[src/rtl/bit_select.sv]
// Iterative rank-to-position unit: returns the bit position of the k-th matching bit
// of a word by binary descent, one tree level per cycle, with valid/ready on both sides.
module bit_select #(
    parameter  int ORDER = 3,
    localparam int W     = 1 << ORDER
) (
    input  logic             clk,
    input  logic             rst_n,
    input  logic             in_valid,
    output logic             in_ready,
    input  logic [W-1:0]     in_data,
    input  logic [ORDER:0]   in_rank,
    input  logic             in_zero,
    input  logic             in_top,
    output logic             out_valid,
    input  logic             out_ready,
    output logic [ORDER-1:0] out_index,
    output logic             out_found,
    output logic [ORDER:0]   out_count
);

    typedef enum logic [1:0] {
        IDLE = 2'd0,
        SCAN = 2'd1,
        DONE = 2'd2
    } state_t;

    localparam logic [ORDER-1:0] HALF0     = ORDER'(W / 2);
    localparam logic [ORDER-1:0] LAST_STEP = ORDER'(ORDER - 1);

    state_t            state, state_nxt;
    logic [W-1:0]      key, key_in;
    logic [ORDER:0]    r, r_nxt, rank_q, c;
    logic [ORDER-1:0]  base, base_nxt, step, half, idx_nxt;
    logic [W-1:0]      shifted, lower;
    logic              top_q, last, found_nxt;

    function automatic logic [ORDER:0] popcnt(input logic [W-1:0] v);
        logic [ORDER:0] n;
        n = '0;
        for (int i = 0; i < W; i++) n = n + (ORDER+1)'(v[i]);
        return n;
    endfunction

    assign in_ready  = (state == IDLE);
    assign out_valid = (state == DONE);
    assign last      = (step == LAST_STEP);

    // Normalise every request to "find the k-th one counting from bit 0".
    always_comb begin
        key_in = '0;
        for (int i = 0; i < W; i++) begin
            key_in[i] = (in_top ? in_data[W-1-i] : in_data[i]) ^ in_zero;
        end
    end

    // NOTE: every signal assigned in always_comb gets a default first, so no path
    // leaves it unassigned and no latch is inferred.
    always_comb begin
        half    = HALF0 >> step;
        shifted = key >> base;
        lower   = '0;
        for (int i = 0; i < W; i++) begin
            lower[i] = shifted[i] & (i < int'(half));
        end
        c        = popcnt(lower);
        r_nxt    = r;
        base_nxt = base;
        if (r >= c) begin
            r_nxt    = r - c;
            base_nxt = base + half;
        end
        found_nxt = (rank_q < out_count);
        idx_nxt   = '0;
        if (found_nxt) idx_nxt = top_q ? ~base_nxt : base_nxt;
    end

    always_comb begin
        state_nxt = state;
        case (state)
            IDLE:    if (in_valid)  state_nxt = SCAN;
            SCAN:    if (last)      state_nxt = DONE;
            DONE:    if (out_ready) state_nxt = IDLE;
            default:                state_nxt = IDLE;
        endcase
    end

    // NOTE: sequential state uses non-blocking assignments so every register samples
    // the pre-edge values of the others, independent of statement order.
    always_ff @(posedge clk or negedge rst_n) begin
        if (!rst_n) state <= IDLE;
        else        state <= state_nxt;
    end

    always_ff @(posedge clk or negedge rst_n) begin
        if (!rst_n) begin
            key       <= '0;
            r         <= '0;
            rank_q    <= '0;
            top_q     <= 1'b0;
            base      <= '0;
            step      <= '0;
            out_index <= '0;
            out_found <= 1'b0;
            out_count <= '0;
        end else begin
            case (state)
                IDLE: if (in_valid) begin
                    key       <= key_in;
                    r         <= in_rank;
                    rank_q    <= in_rank;
                    top_q     <= in_top;
                    base      <= '0;
                    step      <= '0;
                    out_count <= popcnt(key_in);
                end
                SCAN: begin
                    r    <= r_nxt;
                    base <= base_nxt;
                    step <= step + 1'b1;
                    // The descent always runs; a missing match only masks the index.
                    if (last) begin
                        out_found <= found_nxt;
                        out_index <= idx_nxt;
                    end
                end
                default: ;
            endcase
        end
    end

endmodule

[config.mk]
export PLATFORM = sky130hd
export DESIGN_NAME = bit_select
export DESIGN_NICKNAME = d
export VERILOG_FILES = /design/src/rtl/bit_select.sv
export SDC_FILE = /design/constraint.sdc
export NUM_CORES = 1
export LEC_CHECK = 0
export CELL_PAD_IN_SITES_DETAIL_PLACEMENT = 1
export CELL_PAD_IN_SITES_GLOBAL_PLACEMENT = 1
export CORE_MARGIN = 8
export CORE_UTILIZATION = 45
export CTS_BUF_LIST = sky130_fd_sc_hd__clkbuf_16
export CTS_CLUSTER_SIZE = 24
export DETAILED_ROUTE_END_ITERATION = 8
export DONT_BUFFER_PORTS = 1
export GPL_TIMING_DRIVEN = 0
export PLACE_DENSITY = 0.79
export SLEW_MARGIN = 20
export SYNTH_ARGS = -nofsm -noshare
export SYNTH_HDL_FRONTEND = slang
export SYNTH_SLANG_ARGS = --single-unit
[constraint.sdc]
create_clock -name clk -period 4.8 [get_ports clk]
set_input_delay 1.44 -clock clk [delete_from_list [all_inputs] [get_ports clk]]
set_output_delay 1.44 -clock clk [all_outputs]
set_load 0.005 [all_outputs]
# After elaboration in Yosys (flattened, before gate mapping)
# Cells that the tools add are included.
[classes] magnitude_cmp=9 bitwise_logic=16 n_mux=21 shifts=2 add_sub_neg=16 n_eq_ne=7 reduce_logical=7
[ops] cell="$add 4x1->4" n=7
[ops] cell="$mux 3" n=4
[ops] cell="$pmux 3 s2" n=2
[ops] cell="$lt 3x3->1 const A" n=3
[ops] cell="$add 3x1->4" n=2
[ops] cell="$mux 1" n=8
[ops] cell="$mux 4" n=2
[ops] cell="$pmux 4 s2" n=1
[ops] cell="$shr 8x3->7" n=1
[ops] cell="$xor 1x1->1" n=8
[ops] cell="$and 1x1->1" n=7
[ops] cell="$add 2x1->3" n=2
[ops] cell="$lt 1x3->1 const A" n=2
[ops] cell="$lt 2x3->1 const A" n=2
[ops] cell="$mux 2" n=3
[ops] cell="$ne 2x2->1 const B" n=3
[ops] cell="$pmux 2 s3" n=1
[ops] cell="$reduce_and 2->1" n=3
[ops] cell="$reduce_and 3->1" n=2
[ops] cell="$add 1x1->2" n=2
[ops] cell="$ge 4x4->1" n=1
[ops] cell="$lt 4x4->1" n=1
[ops] cell="$sub 4x4->4" n=1
[ops] cell="$add 3x1->3 const B" n=1
[ops] cell="other kinds (9)" n=9
[word_totals] input_bits=18 register_bits=33

# Longest topological paths before layout
# Gate-level depths: netlist of run 1.
[logic_depth] ltp_word=14 mapped_depth=19 ltp_nobuf=17

# Least setup slack after synthesis of run 1
# Ideal clock, no wire load.
[synth_path] kind="register to register" start="register base[0]" end="register out_index[0]" synth_period_minus_slack_ps=4864 path_stages_with_launch=19 t_arrival_ps=4731 slack_ps=-64 n_path_buf=2 cell_sequence="dfrtp_1 buf_4 mux2i_1 nand2_1 o21ai_0 a2111oi_0 fa_1 fa_1 inv_1 fa_1 fa_1 inv_1 fa_1 a21bo_1 a211o_1 buf_6 mux2i_1 xor2_1 o21ai_1"
[synth_between] elab_chain_len=13
[synth_lines] item="start, declared" line="34" rtl="logic [ORDER-1:0] base, base_nxt, step, half, idx_nxt;"
[synth_lines] item="start signal, assigned" line="119" rtl="base <= base_nxt;"
[synth_lines] item="$shr 8x3->7" line="61" rtl="shifted = key >> base;"
[synth_lines] item="$and 1x1->1" line="64" rtl="lower[i] = shifted[i] & (i < int'(half));"
[synth_lines] item="$add 1x1->2" line="41" rtl="for (int i = 0; i < W; i++) n = n + (ORDER+1)'(v[i]);"
[synth_lines] item="$add 2x1->3" line="41"
[synth_lines] item="$add 3x1->4" line="41"
[synth_lines] item="$add 4x1->4 (3 in series)" line="41"
[synth_lines] item="$ge 4x4->1" line="69" rtl="if (r >= c) begin"
[synth_lines] item="$mux 3 *" line="69"
[synth_lines] item="$not 3->3" line="75" rtl="if (found_nxt) idx_nxt = top_q ? ~base_nxt : base_nxt;"
[synth_lines] item="$mux 3 * (2 in series)" line="75"
[synth_lines] item="end signal, assigned" line="124" rtl="out_index <= idx_nxt;"
[synth_lines] item="end, declared" line="17" rtl="output logic [ORDER-1:0] out_index,"
# Every way passes the cells marked *; elsewhere a longest branch is shown, timed or not.
# A chain may end at the register's enable or synchronous reset.

# Worst setup path after layout of run 1
[layout_path] start="register base[0]" end="register out_index[1]"
# The elaborated chain is that of the path after synthesis.

==> flow_metrics.env, run 1 <==
export IMPL_cellPowerDensity_nw_per_um2=862
export IMPL_core_area_sq_um=5070
export IMPL_critical_path_top_delay_family="adder cells"
export IMPL_run_status="complete, but fails checks"
export IMPL_via_count_of_the_first_global_routing_pass=1977
export IMPL_cts_buffers=5
export IMPL_pwr_share_comb_pct=63.1
export IMPL_crit_path_top_delay_cell="sky130_fd_sc_hd__fa_2"
export IMPL_final_cell_mix="31 x sky130_fd_sc_hd__dfrtp_1, 22 x sky130_fd_sc_hd__nand2_1, 18 x sky130_fd_sc_hd__inv_1, 15 x sky130_fd_sc_hd__nor2_1, 15 x sky130_fd_sc_hd__mux2_2"
export IMPL_pin_count_of_the_biggest_net_entering_global_routing=34
export IMPL_ioPinCount=28
export IMPL_grt_setup_unrepaired="yes"
export IMPL_drc=0
export IMPL_clkSinkCount=33
export IMPL_die_area_sq_um=7770
export IMPL_worstReg2RegEnd="out_index[1]"
export IMPL_detailedRoute_firstPassIterationCount=4
export IMPL_yosysTopAreaCellShare_pct=35.3
export IMPL_endpoint="out_index[1]"
export IMPL_violations="negative setup slack"
export IMPL_fmax_mhz=205
export IMPL_critical_path_startpoint_type="flop"
export IMPL_min_delay_path_class="reg -> reg"
export IMPL_place_congestion=0.828
export IMPL_max_slew_margin_rel_pct=61.2
export IMPL_final_layout_size_suffix_gt1_share_pct=27.1
export IMPL_routed_wl_um=6040
export IMPL_crit_path_frequent_cell="sky130_fd_sc_hd__fa_2"
export IMPL_ir_drop_mv=0.385
export IMPL_vias_per_cell=5.61
export IMPL_synth_area_leaders="sky130_fd_sc_hd__dfrtp_1 35%, sky130_fd_sc_hd__ha_1 8.0%, sky130_fd_sc_hd__fa_1 7.7%"
export IMPL_max_fo_critical_path=8
export IMPL_finalSetupViolations=1
export IMPL_crit_type="reg -> reg"
export IMPL_die_w_um=88.1
export IMPL_internal_power_mw=1.34
export IMPL_ctsLongestPathBuffers=2
export IMPL_grt_antenna_before_repair=0
export IMPL_max_stage_delay_ns=0.57
export IMPL_number_of_synthesized_flops_with_an_enable_pin=0
export IMPL_ctsHoldBuffers=0
export IMPL_critPathLaunch="base[0]"
export IMPL_synthesis_yosys_warnings=0
export IMPL_ys_seq_elements=33
export IMPL_period_needed_ns=4.88
export IMPL_track_usage_pct=16.1
export IMPL_syn_inst=235
export IMPL_final_cycle_utilization_of_the_critical_path_pct=102
export IMPL_syn_area_per_cell_sq_um=9.97
export IMPL_distinct_cell_type_count_after_synthesis=38
export IMPL_post_route_worst_hold_slack_ns=0.498
export IMPL_detailedPlace_worstSlack_ns=-0.435
export IMPL_number_of_violations_reported_at_the_end_of_detailed_routing_iteration_0=56
export IMPL_core_occupancy_in_the_finished_layout_pct=54.7
export IMPL_fin_tns_setup_ns=-0.0844
export IMPL_post_route_worst_setup_slack_ns=-0.0844
export IMPL_power_frac_seq_pct=24.1
export IMPL_r2r_start="base[0]"
export IMPL_netSwitchingPower_mw=1.05
export IMPL_place_port_buffers=0
export IMPL_htree_levels=2
export IMPL_routedWlPerCell_um=18.8
export IMPL_critical_path_depth=17
export IMPL_number_of_max_slew_violations_in_the_final_report=0
export IMPL_crit_path_end_kind="flop"
export IMPL_nFillCells=575
export IMPL_finalHoldViolCount=0
export IMPL_antenna_violating_nets_post_route=0
export IMPL_num_nets_final=292
export IMPL_switching_share_pct=44.1
export IMPL_tritoncts_clock_tree="done"
export IMPL_clockRootBuffer="sky130_fd_sc_hd__clkbuf_16"
export IMPL_timing_critical_path_cells="buf_6 > mux4_2 > nor2_1 > a221oi_2 > fa_1 > fa_1 > inv_2 > fa_2 > fa_2 > inv_2 > fa_2 > a21bo_1 > a211o_1 > buf_6 > mux2i_1 > xor2_1 > o21ai_1"
export IMPL_leading_cell_type_in_the_layout_fill_and_taps_excluded="sky130_fd_sc_hd__dfrtp_1"
export IMPL_power_static_leakage_nw=1.23
export IMPL_core_rowCount=26
export IMPL_critical_path_n_buffers_inverters=4
export IMPL_synthFlopType="sky130_fd_sc_hd__dfrtp_1"
export IMPL_r2r_cells=17
export IMPL_clock_skew_ns=0.00382
export IMPL_route_vias_total=1800
export IMPL_drv_cap=0
export IMPL_clk_pin_slew_ns=0.06
export IMPL_slack_of_the_worst_reg_to_reg_path_ns=-0.08
export IMPL_initial_core_util_pct=46.2
export IMPL_die_height_um=88.1
export IMPL_clkPwrFrac_pct=12.8
export IMPL_synthArstFlopShare_pct=100
export IMPL_grt_first_pass_wirelength_um=9780
export IMPL_overflow=0
export IMPL_dp_hpwl_um=4330
export IMPL_insertion_delay_ns=0.27
export IMPL_number_of_diodes_added_for_antenna_fixing=0
export IMPL_crit_arrival_ns=5.02
export IMPL_area_delta_synth_final_pct=18.5
export IMPL_worstPathRequired_ns=4.94
export IMPL_min_delay_path_depth=1
export IMPL_postSynthNetCount=277
export IMPL_synth_largest_area_cell="sky130_fd_sc_hd__dfrtp_1"
export IMPL_ys_seq_area_share_pct=35.3
export IMPL_tightestPinTransition_ns=0.574
export IMPL_netlist_area_sq_um=2340
-- logic make-up (layout without fill, tap and decap cells) --
| kind of cell | Yosys count | count (layout) | synth area share (%) |
|---|---|---|---|
| buf+inv | 30 | 46 | 5.50 |
| xor+xnor | 16 | 16 | 5.98 |
| simple gates | 61 | 61 | 11.9 |
| fa+ha+maj | 24 | 24 | 15.7 |
| flops | 33 | 33 | 35.3 |
| mux | 30 | 30 | 14.2 |
| compound gates | 41 | 41 | 11.5 |
-- power groups by stage --
stage               clock network [mW]  logic (mW)  registers, mW
floorplan                            0       0.948          0.517
global placement                     0        1.16          0.557
detailed placement                   0        1.22          0.564
CTS                              0.311        1.33          0.564
global route                     0.321        1.68          0.594
finish                           0.307        1.51          0.575
-- metal layers --
layer  global-route usage, %  wire length, um  vias up
met5                       0                0        -
met4                    4.61              120        0
met3                    2.91              239       11
met2                    29.5             3170       30
met1                    18.5             2520      920
li1                        -                -      839
-- what timing repair did --
| action | CTS | global route |
|---|---|---|
| buffers inserted | 4 | 4 |
| cloned | 0 | 0 |
| setup endpoints to repair | 10 | 9 |
| resized for setup | 13 | 20 |
| pin swaps | 6 | 6 |
-- cell type report --
| class | instances | area [sq um] | area share [%] |
|---|---|---|---|
| tap | 70 | 87.6 | 3.16 |
| timing repair buffer | 8 | 72.6 | 2.61 |
| sequential | 33 | 828 | 29.8 |
| clock buffer | 5 | 125 | 4.51 |
| multi-input combinational | 172 | 1510 | 54.3 |
| clock inverter | 3 | 17.5 | 0.631 |
| buffer | 10 | 62.6 | 2.25 |
| inverter | 20 | 75.1 | 2.71 |
-- worst min path at each step --
stage | start | to
final | state[1] | state[0]
after global routing | state[1] | state[0]
after CTS | state[1] | state[0]
after detailed placement | state[1] | state[0]
after global placement | rank_q[0] | rank_q[0]
after floorplan | state[1] | state[0]
-- synthesized netlist by cell type, types with 3 or more instances --
library cell	n
sky130_fd_sc_hd__xnor2_1	13
sky130_fd_sc_hd__a211oi_1	8
sky130_fd_sc_hd__nand3_1	6
sky130_fd_sc_hd__o21ai_0	11
sky130_fd_sc_hd__clkbuf_1	4
sky130_fd_sc_hd__nor2b_1	4
sky130_fd_sc_hd__inv_1	20
sky130_fd_sc_hd__mux2_2	15
sky130_fd_sc_hd__mux2i_1	14
sky130_fd_sc_hd__nor2_1	16
sky130_fd_sc_hd__buf_2	3
sky130_fd_sc_hd__fa_1	9
sky130_fd_sc_hd__dfrtp_1	33
sky130_fd_sc_hd__nand2_1	24
sky130_fd_sc_hd__a21oi_1	6
sky130_fd_sc_hd__xor2_1	3
sky130_fd_sc_hd__nand2b_1	4
sky130_fd_sc_hd__ha_1	15
-- state kept, by name, indices dropped and copies added (netlist names) --
register	count
top_q	1
rank_q	4
out_count	4
base	3
state	2
r	4
key	8
out_found	1
step	3
out_index	3
-- through the flow --
| step | cell area, sq um | instances | total power, mW |
|---|---|---|---|
| final | 2780 | 321 | 2.39 |
| after global routing | 2780 | 321 | 2.60 |
| after CTS | 2640 | 317 | 2.20 |
| after detailed placement | 2430 | 305 | 1.79 |
| after global placement | 2430 | 305 | 1.72 |
| after floorplan | 2340 | 235 | 1.47 |
No activity file was read; power rests on OpenSTA's default activity.
==> run 2, diff against run 1 <==
--- a/config.mk
+++ b/config.mk
@@ -13,6 +13,7 @@
 export CTS_CLUSTER_SIZE = 24
 export DETAILED_ROUTE_END_ITERATION = 8
 export DONT_BUFFER_PORTS = 1
+export GPL_ROUTABILITY_DRIVEN = 0
 export GPL_TIMING_DRIVEN = 0
 export PLACE_DENSITY = 0.79
 export SLEW_MARGIN = 20
==> results of run 2 <==
Final layout, timing and power as in run 1 (identical DEF).
==> run 3, diff against run 2 <==
--- a/config.mk
+++ b/config.mk
@@ -5,6 +5,7 @@
 export SDC_FILE = /design/constraint.sdc
 export NUM_CORES = 1
 export LEC_CHECK = 0
+export CAP_MARGIN = 20
 export CELL_PAD_IN_SITES_DETAIL_PLACEMENT = 1
 export CELL_PAD_IN_SITES_GLOBAL_PLACEMENT = 1
 export CORE_MARGIN = 8
==> results of run 3 <==
Final layout, timing and power as in run 1 (identical DEF).
